[src/rtl/seq_ctrl_pkg.sv]
// seq_ctrl_pkg: shared state encoding for the instruction sequencer.
package seq_ctrl_pkg;

    localparam int unsigned SEQ_STATE_W = 3;

    typedef enum logic [SEQ_STATE_W-1:0] {
        SeqIdle      = 3'd0,
        SeqFetch     = 3'd1,
        SeqDecode    = 3'd2,
        SeqExec      = 3'd3,
        SeqWriteBack = 3'd4,
        SeqHalt      = 3'd5,
        SeqPause     = 3'd6
    } seq_state_t;

    // Plain-vector constants so the FSM register stays a legacy-friendly logic vector.
    localparam logic [SEQ_STATE_W-1:0] StIdle   = SeqIdle;
    localparam logic [SEQ_STATE_W-1:0] StFetch  = SeqFetch;
    localparam logic [SEQ_STATE_W-1:0] StDecode = SeqDecode;
    localparam logic [SEQ_STATE_W-1:0] StExec   = SeqExec;
    localparam logic [SEQ_STATE_W-1:0] StWb     = SeqWriteBack;
    localparam logic [SEQ_STATE_W-1:0] StHalt   = SeqHalt;
    localparam logic [SEQ_STATE_W-1:0] StPause  = SeqPause;

endpackage

[src/rtl/seq_ctrl_if.sv]
// seq_ctrl_if: fetch handshake and pipeline strobe bundle between the sequencer (master)
// and the program memory / decoder / ALU / register file side (slave).
interface seq_ctrl_if #(
    parameter int unsigned PC_W    = 5,
    parameter int unsigned INSTR_W = 6
);
    logic               imem_req;
    logic [PC_W-1:0]    imem_addr;
    logic               imem_ack;
    logic [INSTR_W-1:0] imem_data;
    logic [INSTR_W-1:0] instr;
    logic               id_ce;
    logic               ex_ce;
    logic               ex_busy;
    logic               br_taken;
    logic [PC_W-1:0]    br_target;
    logic               halt_req;
    logic               wb_ce;

    modport master (
        output imem_req, imem_addr, instr, id_ce, ex_ce, wb_ce,
        input  imem_ack, imem_data, ex_busy, br_taken, br_target, halt_req
    );

    modport slave (
        input  imem_req, imem_addr, instr, id_ce, ex_ce, wb_ce,
        output imem_ack, imem_data, ex_busy, br_taken, br_target, halt_req
    );
endinterface

[src/rtl/seq_pc_reg.sv]
// seq_pc_reg: program counter with clear, load and increment by PC_INC.
// The incremented value is exposed with its carry-out so the caller can detect overflow.
module seq_pc_reg #(
    parameter int unsigned PC_W   = 5,
    parameter int unsigned PC_INC = 1
) (
    input  logic            clk,
    input  logic            rst,
    input  logic            clr_i,
    input  logic            ld_i,
    input  logic [PC_W-1:0] ld_val_i,
    input  logic            inc_i,
    output logic [PC_W-1:0] pc_o,
    output logic [PC_W-1:0] inc_val_o,
    output logic            ovf_o
);

    logic [PC_W-1:0] pc_q, pc_d;

    // pc + PC_INC computed one bit wider; the top bit is the overflow flag.
    always_comb begin
        {ovf_o, inc_val_o} = {1'b0, pc_q} + (PC_W + 1)'(PC_INC);
    end

    // Next PC: clear beats load beats increment.
    always_comb begin
        pc_d = pc_q;
        if (clr_i) begin
            pc_d = '0;
        end else if (ld_i) begin
            pc_d = ld_val_i;
        end else if (inc_i) begin
            pc_d = inc_val_o;
        end
    end

    // PC register.
    always_ff @(posedge clk or posedge rst) begin
        if (rst) begin
            pc_q <= '0;
        end else begin
            pc_q <= pc_d;
        end
    end

    assign pc_o = pc_q;

endmodule

[src/rtl/seq_ctrl.sv]
// seq_ctrl: instruction sequencer FETCH/DECODE/EXEC/WRITE_BACK with variable-latency fetch,
// exec stall, branches, HALT, end-of-memory wrap/halt and program-load abort.
// Optional single-step mode: define SEQ_CTRL_STEP_EN to add step_i and the PAUSE state.
module seq_ctrl
    import seq_ctrl_pkg::*;
#(
    parameter int unsigned PC_W    = 5,
    parameter int unsigned INSTR_W = 6,
    parameter int unsigned PC_INC  = 1,
    parameter int unsigned WRAP_EN = 0
) (
    input  logic                   clk,
    input  logic                   rst,
`ifdef SEQ_CTRL_STEP_EN
    input  logic                   step_i,
`endif
    input  logic                   prog_load_i,
    input  logic                   start_i,
    seq_ctrl_if.master             bus,
    output logic [PC_W-1:0]        pc_o,
    output logic [SEQ_STATE_W-1:0] state_o,
    output logic                   halted_o
);

    logic [SEQ_STATE_W-1:0] state_q, state_d;
    logic [INSTR_W-1:0]     instr_q, instr_d;
    logic [PC_W:0]          npc_q, npc_d;
    logic                   br_q, br_d;

    logic            pc_clr, pc_ld, pc_inc;
    logic [PC_W-1:0] pc;
    logic [PC_W-1:0] pc_next;
    logic            pc_ovf;

    seq_pc_reg #(
        .PC_W   (PC_W),
        .PC_INC (PC_INC)
    ) u_pc_reg (
        .clk       (clk),
        .rst       (rst),
        .clr_i     (pc_clr),
        .ld_i      (pc_ld),
        .ld_val_i  (npc_q[PC_W-1:0]),
        .inc_i     (pc_inc),
        .pc_o      (pc),
        .inc_val_o (pc_next),
        .ovf_o     (pc_ovf)
    );

    // Next-state, IR capture and PC control; prog_load overrides everything outside IDLE.
    always_comb begin
        state_d = state_q;
        instr_d = instr_q;
        npc_d   = npc_q;
        br_d    = br_q;
        pc_clr  = 1'b0;
        pc_ld   = 1'b0;
        pc_inc  = 1'b0;
        if (prog_load_i && (state_q != StIdle)) begin
            state_d = StIdle;
            pc_clr  = 1'b1;
        end else begin
            unique case (state_q)
                StIdle: begin
                    if (start_i && !prog_load_i) begin
                        state_d = StFetch;
                    end
                end
                StFetch: begin
                    if (bus.imem_ack) begin
                        instr_d = bus.imem_data;
                        state_d = StDecode;
                    end
                end
                StDecode: begin
                    state_d = StExec;
                end
                StExec: begin
                    if (!bus.ex_busy) begin
                        if (bus.halt_req) begin
                            state_d = StHalt;
                        end else begin
                            npc_d   = bus.br_taken ? {1'b0, bus.br_target} : {pc_ovf, pc_next};
                            br_d    = bus.br_taken;
                            state_d = StWb;
                        end
                    end
                end
                StWb: begin
                    if (npc_q[PC_W] && !br_q && (WRAP_EN == 0)) begin
                        state_d = StHalt;
                    end else begin
                        // Dropping the carry bit gives the wrap to 0.
                        if (br_q) begin
                            pc_ld = 1'b1;
                        end else begin
                            pc_inc = 1'b1;
                        end
`ifdef SEQ_CTRL_STEP_EN
                        state_d = StPause;
`else
                        state_d = StFetch;
`endif
                    end
                end
                StHalt: begin
                    if (start_i) begin
                        pc_clr  = 1'b1;
                        state_d = StFetch;
                    end
                end
                StPause: begin
`ifdef SEQ_CTRL_STEP_EN
                    if (step_i) begin
                        state_d = StFetch;
                    end
`else
                    state_d = StIdle;
`endif
                end
                default: begin
                    state_d = StIdle;
                end
            endcase
        end
    end

    // FSM, instruction register and pending next-PC.
    always_ff @(posedge clk or posedge rst) begin
        if (rst) begin
            state_q <= StIdle;
            instr_q <= '0;
            npc_q   <= '0;
            br_q    <= 1'b0;
        end else begin
            state_q <= state_d;
            instr_q <= instr_d;
            npc_q   <= npc_d;
            br_q    <= br_d;
        end
    end

    // Strobes decode the registered state only, so reset drops them immediately.
    always_comb begin
        bus.imem_req  = (state_q == StFetch);
        bus.imem_addr = pc;
        bus.instr     = instr_q;
        bus.id_ce     = (state_q == StDecode);
        bus.ex_ce     = (state_q == StExec);
        bus.wb_ce     = (state_q == StWb);
        pc_o          = pc;
        state_o       = state_q;
        halted_o      = (state_q == StHalt);
    end

endmodule

[src/flat_wrapper.sv]
// flat-port wrapper written by rule: the top's interface ports become plain ports
module seq_ctrl_flat import seq_ctrl_pkg::*;
#(
    parameter int unsigned PC_W    = 5,
    parameter int unsigned INSTR_W = 6,
    parameter int unsigned PC_INC  = 1,
    parameter int unsigned WRAP_EN = 0
)
  (clk, rst, prog_load_i, start_i, pc_o, state_o, halted_o, bus_imem_req, bus_imem_addr, bus_instr, bus_id_ce, bus_ex_ce, bus_wb_ce, bus_imem_ack, bus_imem_data, bus_ex_busy, bus_br_taken, bus_br_target, bus_halt_req);
  seq_ctrl_if #(.PC_W(PC_W), .INSTR_W(INSTR_W)) bus_i ();
  input  logic clk;
  input  logic rst;
  input  logic prog_load_i;
  input  logic start_i;
  output logic [PC_W-1:0] pc_o;
  output logic [SEQ_STATE_W-1:0] state_o;
  output logic halted_o;
  output wire logic [$bits(bus_i.imem_req)-1:0] bus_imem_req;
  output wire logic [$bits(bus_i.imem_addr)-1:0] bus_imem_addr;
  output wire logic [$bits(bus_i.instr)-1:0] bus_instr;
  output wire logic [$bits(bus_i.id_ce)-1:0] bus_id_ce;
  output wire logic [$bits(bus_i.ex_ce)-1:0] bus_ex_ce;
  output wire logic [$bits(bus_i.wb_ce)-1:0] bus_wb_ce;
  input wire logic [$bits(bus_i.imem_ack)-1:0] bus_imem_ack;
  input wire logic [$bits(bus_i.imem_data)-1:0] bus_imem_data;
  input wire logic [$bits(bus_i.ex_busy)-1:0] bus_ex_busy;
  input wire logic [$bits(bus_i.br_taken)-1:0] bus_br_taken;
  input wire logic [$bits(bus_i.br_target)-1:0] bus_br_target;
  input wire logic [$bits(bus_i.halt_req)-1:0] bus_halt_req;
  assign bus_imem_req = bus_i.imem_req;
  assign bus_imem_addr = bus_i.imem_addr;
  assign bus_instr = bus_i.instr;
  assign bus_id_ce = bus_i.id_ce;
  assign bus_ex_ce = bus_i.ex_ce;
  assign bus_wb_ce = bus_i.wb_ce;
  assign bus_i.imem_ack = bus_imem_ack;
  assign bus_i.imem_data = bus_imem_data;
  assign bus_i.ex_busy = bus_ex_busy;
  assign bus_i.br_taken = bus_br_taken;
  assign bus_i.br_target = bus_br_target;
  assign bus_i.halt_req = bus_halt_req;
  seq_ctrl #(.PC_W(PC_W), .INSTR_W(INSTR_W), .PC_INC(PC_INC), .WRAP_EN(WRAP_EN)) u_core (.clk(clk), .rst(rst), .prog_load_i(prog_load_i), .start_i(start_i), .bus(bus_i), .pc_o(pc_o), .state_o(state_o), .halted_o(halted_o));
endmodule
[config.mk]
export PLATFORM = sky130hd
export DESIGN_NAME = seq_ctrl_flat
export DESIGN_NICKNAME = d
export VERILOG_FILES = /design/src/rtl/seq_ctrl_pkg.sv /design/src/rtl/seq_ctrl_if.sv /design/src/rtl/seq_pc_reg.sv /design/src/rtl/seq_ctrl.sv /design/src/flat_wrapper.sv
export SDC_FILE = /design/constraint.sdc
export NUM_CORES = 1
export LEC_CHECK = 0
export ABC_AREA = 1
export ABC_CLOCK_PERIOD_IN_PS = 2200
export CAP_MARGIN = 5
export CORE_AREA = 5 5 74 76
export DETAILED_ROUTE_END_ITERATION = 6
export DIE_AREA = 0 0 79 81
export GPL_TIMING_DRIVEN = 1
export PLACE_DENSITY_LB_ADDON = 0.2
export SKIP_CTS_REPAIR_TIMING = 1
export SLEW_MARGIN = 5
export SYNTH_ARGS = -nofsm -noshare
export SYNTH_HDL_FRONTEND = slang
export SYNTH_SLANG_ARGS = --single-unit
[constraint.sdc]
create_clock -name clk -period 2.2 [get_ports clk]
set_input_delay 0.66 -clock clk [delete_from_list [all_inputs] [get_ports clk]]
set_output_delay 0.66 -clock clk [all_outputs]
set_load 0.02 [all_outputs]
==> out/metrics.csv, run 1 <==
metric;value;unit
Tmin final;2100;ps
synthesized area;1350;um2
H-tree depth;1;
cell count after placement;268;
Yosys top cell area share;38.9;%
core footprint;4660;um2
initial DRC count;42;
Slew Limit Fails;0;
startpoint type of the worst setup path;flip-flop;
first-pass GRT wire length;5.20;mm
commonest register cell after synthesis;dfrtp_1;
clock slew at reported path FFs;80;ps
Distinct cells, synth;26;
Final Hold Vio Count;0;
Avg WL per Cell;11.1;um
area delta synth->final;37.2;%
Num CTS Buffers;3;
CP Max Fanout;5;
First-pass DRT Iterations;4;
via count;1189;
Reg power frac;36.4;%
Total Neg Setup Slack;0;ps
most frequent cell after synthesis;nand2_1;
layout cells sized above 1;19.7;%
Critical Path RT;1540;ps
crit path DAT;1440;ps
Overflow after GRT;0;
Worst R2R End;u_core.bus.instr[3];
Max-Cap Viols;0;
Max Root-Sink Buffers;2;
hold path endpoint;u_core.npc_q[3];
P_leak;0.992;nW
maximum vdd ir drop;0.378;mV
die height;81;um
top post-synthesis cells by area;dfrtp_1 (39%), nand2_1 (13%), nand3_1 (7.4%);
kind of critical path;flip-flop to output pin;
dpl ws;94.7;ps
Comb pwr share;48.8;%
WL final;3.03;mm
Clock Latency Late Sink;250;ps
Mapped Cells;177;
worst-margin pin slew;320;ps
Clock Power Share;14.8;%
post-route setup slack;98.9;ps
non-filler instance count after layout;272;
total power;1.69;mW
Switching Share;40.5;%
Max-slew headroom;78.6;%
vias in the first global route;1101;
antenna violations before repair;0;
TritonCTS clock tree;yes;
Synth Net Count;197;
hold crit path type;flip-flop to flip-flop;
hold path start;u_core.npc_q[3];
# fillers;497;
Post-synth EDFFs;0;
outcome;finished clean;
routed vias/inst;4.37;
Syn Area/Cell;7.63;um2
starting density of the core;29.0;%
GP Congestion;0.766;
RSZ-0062 raised after global routing;false;
largest net degree at the start of global routing;22;
Ant. Diodes;0;
post-DP HPWL;2.47;mm
Critical Path Start;u_core.state_o[2];
Total GRT Usage;10.2;%
sw power;0.682;mW
worst reg2reg path startpoint;u_core.state_o[0];
number of synthesized register bits;21;
# port buffers;42;
Routed Antenna Nets;0;
Tcrit/Tclk final;95.5;%
worst r2r path cells;6;
Critical Path Sink Type;output pin;
Power Density;910;nW/um2
Final Core Density;39.7;%
DRC Markers;0;
fmax;476;MHz
Setup-failing EPs final;0;
num ports;43;
# nets final;239;
synth warn;0;
Seq/Total Area, Yosys;38.9;%
r2r setup slk;780;ps
Die Area;6400;um2
Commonest cells post-synth;nand2_1 (45), inv_1 (22), dfrtp_1 (21);
Clock Skew;2.81;ps
post-synth top area cell;dfrtp_1;
Internal;1.00;mW
die width;79;um
Std-Cell Rows;25;
clk sink count;21;
Hold Path Cell Cnt;2;
root buf cell;clkbuf_8;
share of synthesized registers carrying an async set or reset;100;%
[layer usage]
metal / track usage, % / vias up / part of all wire (%)
met4: 4.12 / 0 / 1.3
met2: 15.8 / 23 / 48
met3: 1.77 / 2 / 3.7
li1: - / 634 / -
met5: 0 / - / 0
met1: 14.2 / 530 / 47
[area by class of cell]
type / instances / area, um2 / share of cell area (%)
clock buffers: 4 / 45.0 / 2.43
inverters: 31 / 119 / 6.42
multi-input cells: 116 / 629 / 34.0
flip-flops and latches: 21 / 528 / 28.5
well taps: 54 / 67.6 / 3.65
repair buffers: 46 / 463 / 25.0
[power groups by stage]
| stage | combinational (mW) | sequential, mW | clock [mW] |
|---|---|---|---|
| CTS | 0.845 | 0.611 | 0.266 |
| global placement | 0.839 | 0.614 | 0 |
| detailed placement | 0.842 | 0.618 | 0 |
| floorplan | 0.491 | 0.678 | 0 |
| global route | 0.917 | 0.636 | 0.280 |
| finish | 0.822 | 0.613 | 0.249 |
[worst max-delay path by stage]
stage          cells after the start           end
2_1_floorplan                      2     bus_wb_ce
3_3_place_gp                       3  bus_imem_req
3_5_place_dp                       3  bus_imem_req
4_1_cts                            3  bus_imem_req
5_1_grt                            2    state_o[2]
6_report                           2    state_o[2]
[placed cells by master, fill, tap and decap left out]
cell             instances
o21ai_1                  3
inv_2                    7
dlymetal6s2s_1           5
nor2_1                   9
inv_4                    1
nand2_2                  7
clkdlybuf4s50_1         37
buf_4                    4
nand4_1                  7
nand3_1                 20
dfrtp_2                  2
nor2_4                   1
clkbuf_8                 3
clkbuf_1                 1
or2_2                    1
nand3_2                  3
dfrtp_1                 19
nor2_8                   1
clkinv_1                 1
nand2_4                  1
ha_1                     1
nand4_2                  1
nor2_2                   2
nand2_1                 45
xnor2_1                  1
o21ai_2                  9
o21ai_0                  4
inv_1                   22
[stage by stage]
step,hold slack [ps],cell area [um2]
5_1_grt,514,1850
3_3_place_gp,466,1790
6_report,485,1850
4_1_cts,493,1840
2_1_floorplan,449,1350
3_5_place_dp,472,1790
[flip-flops by register name, summed over array words and instances (netlist names)]
name                  count
u_core.u_pc_reg.pc_o      5
u_core.state_o            3
u_core.bus.instr          6
u_core.npc_q              6
u_core.br_q               1
[logic make-up (layout without fill, tap and decap cells)]
| group | Yosys count | count (layout) | synth area share, % |
|---|---|---|---|
| flops | 21 | 21 | 38.9 |
| fa+ha+maj | 1 | 1 | 0.927 |
| xor+xnor | 1 | 1 | 0.649 |
| compound gates | 16 | 16 | 8.43 |
| simple gates | 98 | 98 | 36.6 |
| buf+inv | 40 | 81 | 14.5 |
[critical path, stage by stage, from the launching register on]
cell and delay [ps]:
dfrtp_2 440, buf_4 150, clkdlybuf4s50_1 600
(Power assumes the default switching activity.)
==> inputs of run 2 (changes only) <==
CORE_AREA = 5 5 59 61   (was 5 5 74 76)
DIE_AREA = 0 0 64 66   (was 0 0 79 81)
SLEW_MARGIN = 30   (was 5)
==> out/metrics.csv, run 2 (synthesis results as in run 1) <==
metric;value;unit
outcome;finished clean;
clk sink count;21;
layout cells sized above 1;19.7;%
routed vias/inst;4.99;
worst-margin pin slew;316;ps
Ant. Diodes;0;
Overflow after GRT;0;
kind of critical path;flip-flop to output pin;
Std-Cell Rows;20;
Critical Path RT;1540;ps
CP Max Fanout;8;
Comb pwr share;51.6;%
GP Congestion;0.862;
Critical Path Sink Type;output pin;
clock slew at reported path FFs;110;ps
H-tree depth;1;
initial DRC count;65;
commonest non-fill, non-tap cell in the layout;nand2_1;
area occupied by multi-input gates;629;um2
First-pass DRT Iterations;4;
Total Neg Setup Slack;0;ps
maximum vdd ir drop;0.641;mV
RSZ-0062 raised after global routing;false;
Final Core Density;61.8;%
Slew Limit Fails;0;
commonest cells after routing, fill and taps aside;nand2_1 (45), clkdlybuf4s50_1 (36), inv_1 (22), nand3_1 (20), dfrtp_1 (19);
Routed Antenna Nets;0;
r2r setup slk;700;ps
DRC Markers;0;
antenna violations before repair;0;
Die Area;4220;um2
Final Hold Vio Count;0;
WL final;2.85;mm
dpl ws;121;ps
TritonCTS clock tree;yes;
Buf/Inv on CP;1;
first-pass GRT wire length;5.03;mm
starting density of the core;46.1;%
CP max-delay cell;clkdlybuf4s50_1;
Tcrit/Tclk final;96.4;%
core footprint;2930;um2
# port buffers;42;
largest net degree at the start of global routing;22;
Avg WL per Cell;11.3;um
hold crit path type;flip-flop to flip-flop;
critical path's largest stage delay;660;ps
Tmin final;2120;ps
Total GRT Usage;14.5;%
Clock Latency Late Sink;300;ps
Max Root-Sink Buffers;2;
Internal;0.952;mW
Reg power frac;37.0;%
# nets final;239;
Num CTS Buffers;3;
die height;66;um
Max-slew headroom;78.9;%
Power Density;902;nW/um2
post-route setup slack;79.2;ps
FF/Latch Area;528;um2
fmax;472;MHz
P_leak;1.00;nW
crit path DAT;1460;ps
via count;1253;
startpoint type of the worst setup path;flip-flop;
die width;64;um
Setup-failing EPs final;0;
Switching Share;41.7;%
vias in the first global route;1134;
worst path cell trace;clkdlybuf4s50_1;
num ports;43;
post-DP HPWL;2.31;mm
area delta synth->final;34.0;%
Clock Skew;5.94;ps
Max-Cap Viols;0;
sw power;0.680;mW
# fillers;264;
root buf cell;clkbuf_4;
CP top delay family;buffers and inverters;
Clock Power Share;11.4;%
==> run 2: changes by cell type in the layout (fill, tap and decap cells not counted) <==
cell             change
dlymetal6s2s_1       +1
clkdlybuf4s50_1      -1
clkbuf_8             -3
clkbuf_4             +3
==> run 2: layout make-up <==
class	count	area share, %
clock buffer	4	1.45
inverter	31	6.57
multi-input combinational	116	34.8
sequential	21	29.2
tap	33	2.28
timing repair buffer	46	25.7
==> run 2: per-stage QoR <==
step	instances	power, mW	cell area, um2	hold slack [ps]
after global placement	246	1.43	1760	469
after global routing	251	1.76	1810	531
after detailed placement	246	1.45	1760	465
after CTS	250	1.64	1780	495
after floorplan	177	1.17	1350	449
final	251	1.63	1810	492
==> run 2: per-layer routing <==
metal / track usage [%] / vias up / part of all wire [%]
met3: 3.23 / 5 / 6.5
met4: 3.38 / 0 / 0.91
li1: - / 634 / -
met1: 20.2 / 575 / 45
met2: 22.9 / 39 / 48
met5: 0 / - / 0
==> run 2: path summary, 6_finish.rpt <==
kind,start,depth (start not counted),to
min in group asynchronous,rst,3,u_core.bus.instr[2]
hold / removal,u_core.npc_q[3],2,u_core.npc_q[3]
setup / recovery,u_core.u_pc_reg.pc_o[0],1,pc_o[0]
setup reg to reg,u_core.state_o[0],7,u_core.u_pc_reg.pc_o[4]
max in group asynchronous,rst,3,u_core.state_o[2]
hold reg to reg,u_core.npc_q[3],2,u_core.npc_q[3]
==> run 2: power by group through the flow <==
stage | clock network, mW | logic (mW) | registers (mW)
after detailed placement | 0 | 0.830 | 0.621
after CTS | 0.193 | 0.833 | 0.614
after floorplan | 0 | 0.491 | 0.678
final | 0.187 | 0.841 | 0.604
after global placement | 0 | 0.815 | 0.614
after global routing | 0.206 | 0.937 | 0.620
==> run 2: tightest hold or removal path: cells and delay by family (launching register included) <==
family | cells | cell delay (ps)
AND/OR/NAND/NOR | 2 | 110
flip-flops | 1 | 360
==> inputs of run 3 (changes only) <==
CORE_AREA = 5 5 69 71   (was 5 5 59 61)
DIE_AREA = 0 0 74 76   (was 0 0 64 66)
==> out/metrics.csv, run 3 (synthesis results as in run 1) <==
metric;value;unit
outcome;finished clean;
Area after DPL;1780;um2
worst reg2reg path startpoint;u_core.state_o[2];
Final Instance Area;1850;um2
Comb pwr share;47.8;%
Clock Latency Late Sink;260;ps
Total Neg Setup Slack;0;ps
initial DRC count;38;
Worst R2R End;u_core.bus.instr[4];
WL final;2.82;mm
post-DP HPWL;2.26;mm
largest net degree at the start of global routing;22;
First-pass DRT Iterations;4;
worst r2r path cells;6;
worst-margin pin slew;311;ps
via count;1186;
Routed Antenna Nets;0;
hold path start;u_core.npc_q[3];
Total GRT Usage;10.9;%
Avg WL per Cell;10.5;um
Critical Path RT;1540;ps
worst path cell trace;clkdlybuf4s50_1;
Slew Limit Fails;0;
fmax;488;MHz
vias in the first global route;1108;
crit path DAT;1390;ps
Max-Cap Viols;0;
r2r setup slk;770;ps
CP max-delay cell;clkdlybuf4s50_1;
hold path endpoint;u_core.npc_q[3];
Std-Cell Rows;24;
DRC Markers;0;
CP top delay family;buffers and inverters;
core footprint;4170;um2
Power Density;914;nW/um2
clock slew at reported path FFs;80;ps
RSZ-0062 raised after global routing;false;
maximum vdd ir drop;0.439;mV
Tmin final;2050;ps
commonest non-fill, non-tap cell in the layout;nand2_1;
die width;74;um
Setup-failing EPs final;0;
layout cells sized above 1;19.8;%
root buf cell;clkbuf_8;
Final Hold Vio Count;0;
startpoint type of the worst setup path;flip-flop;
first-pass GRT wire length;4.88;mm
TritonCTS clock tree;yes;
hold crit path type;flip-flop to flip-flop;
starting density of the core;32.3;%
Overflow after GRT;0;
Max Root-Sink Buffers;2;
Clock Skew;2.94;ps
Tcrit/Tclk final;93.2;%
Max-slew headroom;79.2;%
Hold Path Cell Cnt;2;
GP Congestion;0.798;
Ant. Diodes;0;
CP Max Fanout;8;
Internal;0.996;mW
post-route setup slack;150;ps
H-tree depth;1;
Clock Power Share;15.3;%
area delta synth->final;36.7;%
# port buffers;42;
die height;76;um
Buf/Inv on CP;1;
Critical Path Sink Type;output pin;
clk sink count;21;
Num CTS Buffers;3;
Switching Share;40.9;%
commonest cells after routing, fill and taps aside;nand2_1 (45), clkdlybuf4s50_1 (37), inv_1 (22), nand3_1 (20), dfrtp_1 (19);
dpl ws;105;ps
num ports;43;
kind of critical path;flip-flop to output pin;
P_leak;0.985;nW
critical path's largest stage delay;650;ps
# nets final;238;
hold_ws;488;ps
Die Area;5620;um2
Reg power frac;37.0;%
antenna violations before repair;0;
sw power;0.690;mW
routed vias/inst;4.41;
## run 3: cell count changes in the layout (fill, tap and decap cells not counted), sizes merged
cell,delta
clkbuf,-1
dlymetal6s2s,-1
clkinvlp,+1
buf,-1
clkdlybuf4s50,+1
## run 3: power by group through the flow
stage	Combinational, mW	Clock [mW]	Sequential (mW)
finish	0.806	0.257	0.624
global route	0.893	0.286	0.642
CTS	0.824	0.267	0.620
detailed placement	0.821	0	0.625
global placement	0.824	0	0.624
floorplan	0.491	0	0.678
## run 3: through the flow
step / total power [mW] / cells / utilization (%)
2_1_floorplan: 1.17 / 177 / -
3_3_place_gp: 1.45 / 265 / 42.7
6_report: 1.69 / 269 / 44.2
3_5_place_dp: 1.45 / 265 / 42.7
5_1_grt: 1.82 / 269 / 44.2
4_1_cts: 1.71 / 269 / 43.9
## run 3: layer usage
layer | vias to the layer above | share of wire [%] | GRT usage [%]
met1 | 525 | 47 | 13.8
met3 | 4 | 6.9 | 4.09
li1 | 630 | - | -
met2 | 27 | 45 | 16.8
met4 | 0 | 1.4 | 3.80
met5 | - | 0 | 0
## run 3: worst min-delay path, delay by kind of cell, from the launching register on
kind / cells / cell delay, ps
flip-flops: 1 / 340
AND/OR/NAND/NOR: 2 / 120
## run 3: worst max path at each step
stage	start	endpoint	slack, ps	depth (start not counted)
2_1_floorplan	u_core.state_o[2]	bus_wb_ce	540	2
3_3_place_gp	u_core.state_o[0]	bus_imem_req	130	3
3_5_place_dp	u_core.state_o[0]	bus_imem_req	110	3
4_1_cts	u_core.state_o[0]	bus_imem_req	-190	3
5_1_grt	u_core.u_pc_reg.pc_o[0]	pc_o[0]	80	1
6_report	u_core.u_pc_reg.pc_o[2]	bus_imem_addr[2]	150	1
## run 3: layout make-up
type	instances	area (um2)
multi-input cells	116	629
repair buffers	45	455
flip-flops and latches	21	528
well taps	52	65.1
fillers	421	2330
inverters	31	119
clock inverters	1	7.51
clock buffers	3	41.3
